===== config.mk =====
export PLATFORM = sky130hd
export DESIGN_NAME = traffic_gen
export DESIGN_NICKNAME = d
export VERILOG_FILES = /design/src/rtl/traffic_pkg.sv /design/src/rtl/lfsr32.sv /design/src/rtl/traffic_gen.sv
export SDC_FILE = /design/constraint.sdc
export NUM_CORES = 1
export LEC_CHECK = 0
export BUFFER_PORTS_ARGS = -buffer_cell sky130_fd_sc_hd__buf_2
export CORE_MARGIN = 3
export CORE_UTILIZATION = 64
export CTS_BUF_LIST = sky130_fd_sc_hd__clkbuf_8
export DETAILED_ROUTE_END_ITERATION = 6
export PLACE_DENSITY = 0.91
export SYNTH_ARGS = -nofsm -noshare
export SYNTH_HDL_FRONTEND = slang
export SYNTH_SLANG_ARGS = --single-unit

===== constraint.sdc =====
create_clock -name clk -period 5.2 [get_ports clk]
set_input_delay 0.78 -clock clk [delete_from_list [all_inputs] [get_ports clk]]
set_output_delay 0.78 -clock clk [all_outputs]
set_load 0.02 [all_outputs]

===== src/rtl/traffic_pkg.sv =====
`default_nettype none
// ============================================================================
//  Module      : traffic_pkg
//  Description : Shared definitions for the on-chip traffic generator and
//                its matching checker. Provides the FSM state type, the
//                LFSR tap constant and the LFSR step function.
//  Revision    : 1.0 - initial release
// ============================================================================
package traffic_pkg;

  typedef enum logic [1:0] {
    IDLE = 2'd0,
    SEND = 2'd1,
    GAP  = 2'd2,
    DONE = 2'd3
  } tg_state_t;

  localparam logic [31:0] LFSR_TAPS = 32'h80200003;

  // Galois LFSR, shift right: the feedback taps are XORed in when the
  // bit shifted out is 1.
  function automatic logic [31:0] lfsr_next(input logic [31:0] cur);
    return (cur >> 1) ^ (cur[0] ? LFSR_TAPS : 32'h0);
  endfunction

endpackage : traffic_pkg
`default_nettype wire


===== src/rtl/lfsr32.sv =====
`default_nettype none
// ============================================================================
//  Module      : lfsr32
//  Description : 32-bit Galois LFSR with synchronous load and step enable.
//                A zero seed would lock the register, so it is replaced by 1.
//  Ports       : clk    - clock
//                rst_n  - asynchronous active-low reset (value <= SEED)
//                load   - load seed (takes priority over enable)
//                enable - advance one step
//                seed   - value loaded on load
//                value  - current LFSR state
//  Revision    : 1.0 - initial release
// ============================================================================
module lfsr32
  import traffic_pkg::*;
#(
  parameter logic [31:0] SEED = 32'hBAADF00D
) (
  input  logic        clk,
  input  logic        rst_n,
  input  logic        load,
  input  logic        enable,
  input  logic [31:0] seed,
  output logic [31:0] value
);

  localparam logic [31:0] c_reset_value = (SEED == 32'h0) ? 32'h1 : SEED;

  logic [31:0] r_value;

  always_ff @(posedge clk or negedge rst_n) begin
    if (!rst_n) begin
      r_value <= c_reset_value;
    end else if (load) begin
      r_value <= (seed == 32'h0) ? 32'h1 : seed;
    end else if (enable) begin
      r_value <= lfsr_next(r_value);
    end
  end

  assign value = r_value;

endmodule : lfsr32
`default_nettype wire


===== src/rtl/traffic_gen.sv =====
`default_nettype none
// ============================================================================
//  Module      : traffic_gen
//  Description : On-chip packet traffic source. After a start pulse it sends
//                a programmed number of LFSR-derived payload words to a fixed
//                destination over a valid/ready handshake, inserting a
//                programmable idle gap after every accepted word.
//  Ports       : clk          - clock
//                rst_n        - asynchronous active-low reset
//                i_start      - start pulse (honoured in IDLE/DONE only)
//                i_num_pkts   - packets to send, latched on start
//                i_dest       - destination node, latched on start
//                i_gap        - idle cycles after each packet, latched on start
//                o_data_out   - payload word
//                o_dest_out   - destination node
//                o_valid_out  - payload valid
//                o_ready_in   - downstream ready (input)
//                o_busy       - high in SEND and GAP
//                o_done       - high in DONE
//                o_sent_count - handshakes completed in the current run
//  Revision    : 1.0 - initial release
// ============================================================================
module traffic_gen
  import traffic_pkg::*;
#(
  parameter int          WIDTH_DATA    = 16,
  parameter int          ADDRESS_WIDTH = 4,
  parameter logic [31:0] SEED          = 32'hBAADF00D,
  parameter int          WIDTH_COUNT   = 16
) (
  input  logic                     clk,
  input  logic                     rst_n,
  input  logic                     i_start,
  input  logic [WIDTH_COUNT-1:0]   i_num_pkts,
  input  logic [ADDRESS_WIDTH-1:0] i_dest,
  input  logic [3:0]               i_gap,
  output logic [WIDTH_DATA-1:0]    o_data_out,
  output logic [ADDRESS_WIDTH-1:0] o_dest_out,
  output logic                     o_valid_out,
  input  logic                     o_ready_in,
  output logic                     o_busy,
  output logic                     o_done,
  output logic [WIDTH_COUNT-1:0]   o_sent_count
);

  localparam logic [31:0] c_seed = (SEED == 32'h0) ? 32'h1 : SEED;

  tg_state_t                r_state;
  logic [WIDTH_COUNT-1:0]   r_num;
  logic [3:0]               r_gap;
  logic [3:0]               r_gap_cnt;
  logic [WIDTH_COUNT-1:0]   r_sent;
  logic [WIDTH_DATA-1:0]    r_data;
  logic [ADDRESS_WIDTH-1:0] r_dest;
  logic                     r_valid;
  logic                     r_busy;
  logic                     r_done;

  logic                     w_start_accept;
  logic                     w_handshake;
  logic                     w_last;
  logic [31:0]              w_lfsr;
  logic [31:0]              w_lfsr_nxt;
  logic [WIDTH_COUNT-1:0]   w_sent_inc;

  assign w_start_accept = i_start && ((r_state == IDLE) || (r_state == DONE));
  // r_valid is only ever high in SEND, so no state qualifier is needed.
  assign w_handshake    = r_valid && o_ready_in;
  assign w_sent_inc     = r_sent + 1'b1;
  assign w_last         = (w_sent_inc == r_num);
  assign w_lfsr_nxt     = lfsr_next(w_lfsr);

  lfsr32 #(
    .SEED (c_seed)
  ) u_lfsr (
    .clk    (clk),
    .rst_n  (rst_n),
    .load   (w_start_accept),
    .enable (w_handshake),
    .seed   (c_seed),
    .value  (w_lfsr)
  );

  // Only the low payload bits of the next LFSR state feed the data register.
  generate
    if (WIDTH_DATA < 32) begin : g_unused_hi
      logic w_unused_hi;
      assign w_unused_hi = ^w_lfsr_nxt[31:WIDTH_DATA];
    end
  endgenerate

  // The payload register mirrors the low LFSR bits: loaded with the seed on
  // start and with the next LFSR value on each handshake, so it stays stable
  // across stalls and reads zero out of reset.
  always_ff @(posedge clk or negedge rst_n) begin
    if (!rst_n) begin
      r_state   <= IDLE;
      r_num     <= '0;
      r_gap     <= '0;
      r_gap_cnt <= '0;
      r_sent    <= '0;
      r_data    <= '0;
      r_dest    <= '0;
      r_valid   <= 1'b0;
      r_busy    <= 1'b0;
      r_done    <= 1'b0;
    end else begin
      case (r_state)
        IDLE, DONE: begin
          if (i_start) begin
            r_num     <= i_num_pkts;
            r_gap     <= i_gap;
            r_dest    <= i_dest;
            r_sent    <= '0;
            r_gap_cnt <= '0;
            r_data    <= c_seed[WIDTH_DATA-1:0];
            if (i_num_pkts == '0) begin
              r_state <= DONE;
              r_valid <= 1'b0;
              r_busy  <= 1'b0;
              r_done  <= 1'b1;
            end else begin
              r_state <= SEND;
              r_valid <= 1'b1;
              r_busy  <= 1'b1;
              r_done  <= 1'b0;
            end
          end
        end

        SEND: begin
          if (w_handshake) begin
            r_sent <= w_sent_inc;
            r_data <= w_lfsr_nxt[WIDTH_DATA-1:0];
            if (w_last) begin
              r_state <= DONE;
              r_valid <= 1'b0;
              r_busy  <= 1'b0;
              r_done  <= 1'b1;
            end else if (r_gap != 4'd0) begin
              r_state   <= GAP;
              r_valid   <= 1'b0;
              r_gap_cnt <= r_gap;
            end
          end
        end

        GAP: begin
          // Counter starts at gap and leaves at 1: exactly gap idle cycles.
          if (r_gap_cnt == 4'd1) begin
            r_state <= SEND;
            r_valid <= 1'b1;
          end else begin
            r_gap_cnt <= r_gap_cnt - 4'd1;
          end
        end

        default: begin
          r_state <= IDLE;
          r_valid <= 1'b0;
          r_busy  <= 1'b0;
          r_done  <= 1'b0;
        end
      endcase
    end
  end

  assign o_data_out   = r_data;
  assign o_dest_out   = r_dest;
  assign o_valid_out  = r_valid;
  assign o_busy       = r_busy;
  assign o_done       = r_done;
  assign o_sent_count = r_sent;

endmodule : traffic_gen
`default_nettype wire


==> metrics.cfg, run 1 <==
[outcome]
status = finished, final reports clean

[final_layout]
stdcell_count = 668
diodes = 0
multi_input_area_um2 = 2130
nets = 600
drive_gt1_frac = 0.198
final_area_um2 = 5300
fill_cells = 494
syn2layout_area_growth_pct = 11.8
ff_latch_area_um2 = 2450

[cts]
cts_hold_buf = 0
cts.sinks = 97
cts.htree.levels = 3
cts.reportedPaths.clkPinSlew_ps = 100
cts_root_buf = clkbuf_8
cts_tree = built
cts_resized = 0
cts_buffers = 9
postCtsSetupBuffers = 0
cts_max_path_buffers = 2
clk_latency_ps = 370

[synthesis]
synth_top_area_share = 0.422
synthArstFlopShare = 1.00
yosysWarnings = 0
synth_nets = 552
synth_area_leaders = dfrtp_1 (42%), nand2_1 (12%), dfstp_2 (9.4%)
synthFlopType = dfrtp_1
ys_ff_latch = 97
yosysMostFrequentCell = nand2_1
synth-edff-count = 0
avgSynthCellArea_um2 = 9.14
synth_cells = 519
syn-cell-area_um2 = 4740
synth_cell_types = 60
synth-seq-area-share = 0.516
synth_top_area_cell = dfrtp_1
synth_common_cells = nand2_1 (155), dfrtp_1 (80), o21ai_0 (30), nand3_1 (26)

[pwr]
power_frac_seq = 0.409
p_leak_nw = 2.57
p_sw_w = 0.00133
p_comb_frac = 0.427
swShare = 0.429
vdd_ir_drop_max_v = 0.000397
p_int_w = 0.00177
powerDensity_nw_per_um2 = 585
power_frac_clock = 0.164

[timing]
fmaxAchievable_ghz = 0.287
fin_worst_skew_ps = 12.8
min_period_ps = 3480
final.period_utilization = 0.670
finalHoldViolations = 0
setup_viol = 0
rsz0062_at_grt = no
timing.hold.ws_ps = 408
setup-tns-final_ps = 0
worstMarginPinSlew_ps = 1180
slew_headroom = 0.214
final_max_slew_viol_count = 0

[placement]
dpl_cell_area_um2 = 5100
io_buffer_count = 66
dp.cells = 652
gp_congestion = 0.880
place_hpwl_um = 7980

[route]
drt_wl_total_um = 12100
met2_length_um = 6090
first_pass_iters = 5
vias = 4154
topRoutingLayerUsed = met4
viasPerCell = 6.22
drc_errors = 0
wirelength_met1_um = 4730
wire_per_inst_um = 18.0
wl_met3_um = 840
ant_nets = 0
drt_iter0_markers = 333

[setup_path]
required_ps = 5450
critPathArrivalTime_ps = 3740
setup.worst_path.start_class = register
r2r_slack_ps = 1720
crit_type = reg -> reg
endpoint_kind = register
crit_fanout = 8
rr_worst_depth = 8

[floorplan]
dieArea_um2 = 8480
die_w_um = 92.1
start_util = 0.679
die_h_um = 92.1
ios = 67
num_rows = 30
core_um2 = 6980

[global_routing]
grtUsageTotal = 0.299
grt_pass1_wl_um = 20000
grt_max_degree = 51
grt_overflow = 0
antenna_found_initial = 0
grt_pass1_vias = 4194

[flow_run]
maxCapViolations = 0

[hold_path]
hold_path.class = in -> async

power groups by stage:
| stage | sequential, W | combinational [W] | clock [W] |
|---|---|---|---|
| after floorplan | 0.00129 | 0.000891 | 0 |
| after global placement | 0.00125 | 0.00122 | 0 |
| after detailed placement | 0.00127 | 0.00130 | 0 |
| after CTS | 0.00126 | 0.00131 | 0.000511 |
| after global routing | 0.00130 | 0.00147 | 0.000541 |
| final | 0.00127 | 0.00133 | 0.000509 |
per-layer routing:
| layer | global-route usage | vias up |
|---|---|---|
| met5 | 0 | - |
| met4 | 0.149 | 0 |
| met3 | 0.0574 | 38 |
| met2 | 0.496 | 209 |
| met1 | 0.375 | 2027 |
| li1 | - | 1880 |
placed cells by master, fill, tap and decap left out, types with 7 or more instances in the layout:
master and n:
xor2_1 8, buf_2 65, a21oi_1 25, dfrtp_1 80, inv_1 10, xnor2_1 11
nand3_1 26, nor2_1 10, o31ai_1 10, nor4_1 7, dfstp_2 17, a22o_1 10
o21ai_0 29, clkbuf_8 10, nand2_1 155
registers in the layout, summed over array words and instances, names as in the netlist:
register and flops:
o_busy 1, o_data_out 16, o_dest_out 4, o_done 1, o_sent_count 16, o_valid_out 1, r_gap 4, r_gap_cnt 4
r_num 16, r_state 2, u_lfsr.value 32
final timing paths:
kind | start | endpoint
min in group clk | o_dest_out[2]$_DFFE_PN0P_ | o_dest_out[2]$_DFFE_PN0P_
min reg2reg | o_dest_out[2]$_DFFE_PN0P_ | o_dest_out[2]$_DFFE_PN0P_
min | rst_n | o_sent_count[9]$_DFFE_PN0P_
max in group asynchronous | rst_n | o_dest_out[0]$_DFFE_PN0P_
max reg2reg | o_sent_count[0]$_DFFE_PN0P_ | r_state[1]$_DFFE_PN0P_
max | o_sent_count[0]$_DFFE_PN0P_ | r_state[1]$_DFFE_PN0P_
metrics by stage:
step	utilization	power, W	worst slack [ps]
2_1_floorplan	-	0.00218	2200
3_3_place_gp	0.730	0.00247	1950
3_5_place_dp	0.730	0.00257	1770
4_1_cts	0.760	0.00309	1760
5_1_grt	0.760	0.00330	1580
6_report	0.760	0.00310	1720
worst max-delay path, stage by stage, from the launching register on:
cell	delay [ps]
dfrtp_1	560
ha_1	320
nand3_1	190
nor4_1	750
o211a_1	290
o22ai_1	90
or4_4	560
a31o_1	300
mux2_4	310
cell type report:
class	count	share of cell area
timing repair buffer	71	0.0698
tap	96	0.0226
sequential	97	0.462
clock buffer	10	0.0259
clock inverter	6	0.0127
multi-input combinational	379	0.401
inverter	9	0.00637
logic make-up (layout without fill, tap and decap cells):
group,count (synthesis),after routing,share of synthesized area
simple gates,244,244,0.241
compound gates,107,107,0.148
flops,97,97,0.516
buf+inv,43,96,0.0367
xor+xnor,19,19,0.0351
fa+ha+maj,5,5,0.0132
mux,4,4,0.00950
No activity file was read; power rests on OpenSTA's default activity.
==> run 2: changes to the inputs <==
--- a/config.mk
+++ b/config.mk
@@ -5,12 +5,13 @@
 export SDC_FILE = /design/constraint.sdc
 export NUM_CORES = 1
 export LEC_CHECK = 0
+export ABC_AREA = 1
 export BUFFER_PORTS_ARGS = -buffer_cell sky130_fd_sc_hd__buf_2
 export CORE_MARGIN = 3
-export CORE_UTILIZATION = 64
+export CORE_UTILIZATION = 59
 export CTS_BUF_LIST = sky130_fd_sc_hd__clkbuf_8
 export DETAILED_ROUTE_END_ITERATION = 6
-export PLACE_DENSITY = 0.91
+export PLACE_DENSITY = 0.85
 export SYNTH_ARGS = -nofsm -noshare
 export SYNTH_HDL_FRONTEND = slang
 export SYNTH_SLANG_ARGS = --single-unit
==> constraint.sdc (replaced) <==
create_clock -name clk -period 3.37 [get_ports clk]
set_input_delay 0.5055 -clock clk [delete_from_list [all_inputs] [get_ports clk]]
set_output_delay 0.5055 -clock clk [all_outputs]
set_load 0.02 [all_outputs]
==> run 2 against run 1 <==
Net effect: power grew 42%; first-iteration DRC count shrank 14%; synthesized cell count grew 3.1%; flip-flop and latch count is the same; count of clock-buffer cells in the layout is the same.
==> metrics.cfg, run 2 <==
[synthesis]
synthArstFlopShare = 1.00
synth_cell_types = 33
syn-cell-area_um2 = 4610
yosysMostFrequentCell = nand2_1
synth-edff-count = 0
yosysWarnings = 0
avgSynthCellArea_um2 = 8.61
synth_common_cells = nand2_1 (126), inv_1 (90), dfrtp_1 (80), nand3_1 (33), o21ai_0 (33)
ys_ff_latch = 97
synth_cells = 535
synth_nets = 568
synthFlopType = dfrtp_1
synth_top_area_share = 0.435
synth_top_area_cell = dfrtp_1
synth-seq-area-share = 0.532
synth_area_leaders = dfrtp_1 (43%), nand2_1 (10%), dfstp_2 (9.7%)

[route]
ant_nets = 0
drc_errors = 0
drt_wl_total_um = 10500
drt_iter0_markers = 287
vias = 3936
wire_per_inst_um = 14.8
first_pass_iters = 5
viasPerCell = 5.56

[setup_path]
required_ps = 3640
worstPathCellList = inv_1, ha_1, nand2_1, nand2_1, clkinv_1, a22oi_1
endpoint_kind = register
crit_type = reg -> reg
cp_slowest_stage_delay_ps = 580
cp_common_cell = nand2_1
setup.worst_path.start_class = register
critPathArrivalTime_ps = 2710
cpMaxStageDelayCell = clkinv_1
crit_fanout = 18

[timing]
timing.hold.ws_ps = 182
min_period_ps = 2440
slew_headroom = 0.557
worstMarginPinSlew_ps = 664
setup_viol = 0
fin_worst_skew_ps = 7.43
final_max_slew_viol_count = 0
final.period_utilization = 0.724
setup-tns-final_ps = 0
fmaxAchievable_ghz = 0.410
rsz0062_at_grt = no
finalHoldViolations = 0

[final_layout]
final_cell_mix = nand2_1 (126), inv_1 (91), dfrtp_1 (80), buf_2 (65)
ff_latch_area_um2 = 2450
fill_cells = 571
multi_input_area_um2 = 1750
syn2layout_area_growth_pct = 14.3
largest_register_ffs = 32
mostFrequentLayoutCell = nand2_1
stdcell_count = 708
nets = 637
largest_register = u_lfsr.value
diodes = 0
drive_gt1_frac = 0.204

[pwr]
p_int_w = 0.00258
finalPower_w = 0.00442
p_comb_frac = 0.402
power_frac_seq = 0.417
power_frac_clock = 0.181
p_sw_w = 0.00183
p_leak_nw = 2.65
vdd_ir_drop_max_v = 0.000659
swShare = 0.415
powerDensity_nw_per_um2 = 839

[cts]
cts_root_buf = clkbuf_8
cts.sinks = 97
cts_hold_buf = 0
postCtsSetupBuffers = 0
cts.reportedPaths.clkPinSlew_ps = 100
cts_buffers = 9
clk_latency_ps = 360
cts_max_path_buffers = 2
cts_tree = built
cts.htree.levels = 3
cts_resized = 0

[placement]
place_hpwl_um = 7660
gp_congestion = 0.934
dp.cells = 692
io_buffer_count = 66

[global_routing]
antenna_found_initial = 0
grtUsageTotal = 0.250
grt_max_degree = 56
grt_pass1_vias = 3730
grt_overflow = 0
grt_pass1_wl_um = 17500

[floorplan]
die_h_um = 94.4
num_rows = 31
core_um2 = 7410
die_w_um = 94.4
dieArea_um2 = 8900
start_util = 0.622
ios = 67

[outcome]
status = finished, final reports clean

[flow_run]
maxCapViolations = 0

[hold_path]
hold_path.class = in -> async

run 2: cell count changes after synthesis, sizes merged, moves of 13 or more:
cell    previous run  this run
o22ai              1        25
a21oi             25         9
a22oi              2        16
nor2              10        28
inv                9        91
nand2            155       131
clkbuf            26        13
run 2: power groups by stage:
stage / registers, W / clock network [W] / logic, W
after floorplan: 0.00192 / 0 / 0.00118
after global placement: 0.00183 / 0 / 0.00169
after detailed placement: 0.00185 / 0 / 0.00177
after CTS: 0.00183 / 0.000805 / 0.00179
after global routing: 0.00188 / 0.000859 / 0.00198
final: 0.00184 / 0.000800 / 0.00178
run 2: area by class of cell:
cell class,instances,share of cell area
Multi-Input combinational cell,331,0.333
Clock buffer,10,0.0262
Timing Repair Buffer,72,0.0718
Clock inverter,6,0.0136
Inverter,93,0.0663
Tap cell,99,0.0235
Sequential cell,97,0.465
run 2: path summary, 6_finish.rpt:
| check | start | endpoint | cells after the start | slack [ps] |
|---|---|---|---|---|
| min in group clk | i_gap[0] | r_gap[0]$_DFFE_PN0P_ | 2 | 380 |
| worst min-delay path | rst_n | o_data_out[8]$_DFFE_PN0P_ | 1 | 180 |
| max in group asynchronous | rst_n | u_lfsr.value[29]$_DFFE_PN1P_ | 2 | 2350 |
| worst max-delay path | r_state[0]$_DFFE_PN0P_ | u_lfsr.value[14]$_DFFE_PN1P_ | 6 | 930 |
| worst max register to register | r_state[0]$_DFFE_PN0P_ | u_lfsr.value[14]$_DFFE_PN1P_ | 6 | 930 |
| worst min register to register | o_data_out[7]$_DFFE_PN0P_ | o_data_out[7]$_DFFE_PN0P_ | 2 | 490 |
run 2: metrics by stage:
stage / instance area [um^2] / utilization / worst slack, ps
CTS: 5260 / 0.710 / 944
finish: 5260 / 0.710 / 930
detailed placement: 5050 / 0.682 / 941
global placement: 5050 / 0.682 / 1070
global route: 5260 / 0.710 / 730
floorplan: 4610 / - / 1310
run 2: cell families (layout without fill, tap and decap cells):
group,Yosys count,after routing,synth area share
adders and majority gates,5,5,0.0136
AOI/OAI and AO/OA,97,97,0.131
muxes,6,6,0.0147
and+or+nand+nor,216,216,0.209
DFF,97,97,0.532
buffers and inverters,107,181,0.0875
xor gates and xnor gates,7,7,0.0133
run 2: layer usage:
| layer | track usage | routed length [um] |
|---|---|---|
| met5 | 0 | 0 |
| met1 | 0.353 | 4590 |
| met4 | 0.0927 | 177 |
| met3 | 0.0295 | 623 |
| met2 | 0.401 | 5110 |
run 2: worst max-delay path: cells and delay by family, from the launching register on:
kind                       cells  cell delay, ps
AOI/OAI and AO/OA              1             360
adders and majority gates      1             440
buffers and inverters          2             630
DFF                            1             380
and+or+nand+nor                2             540
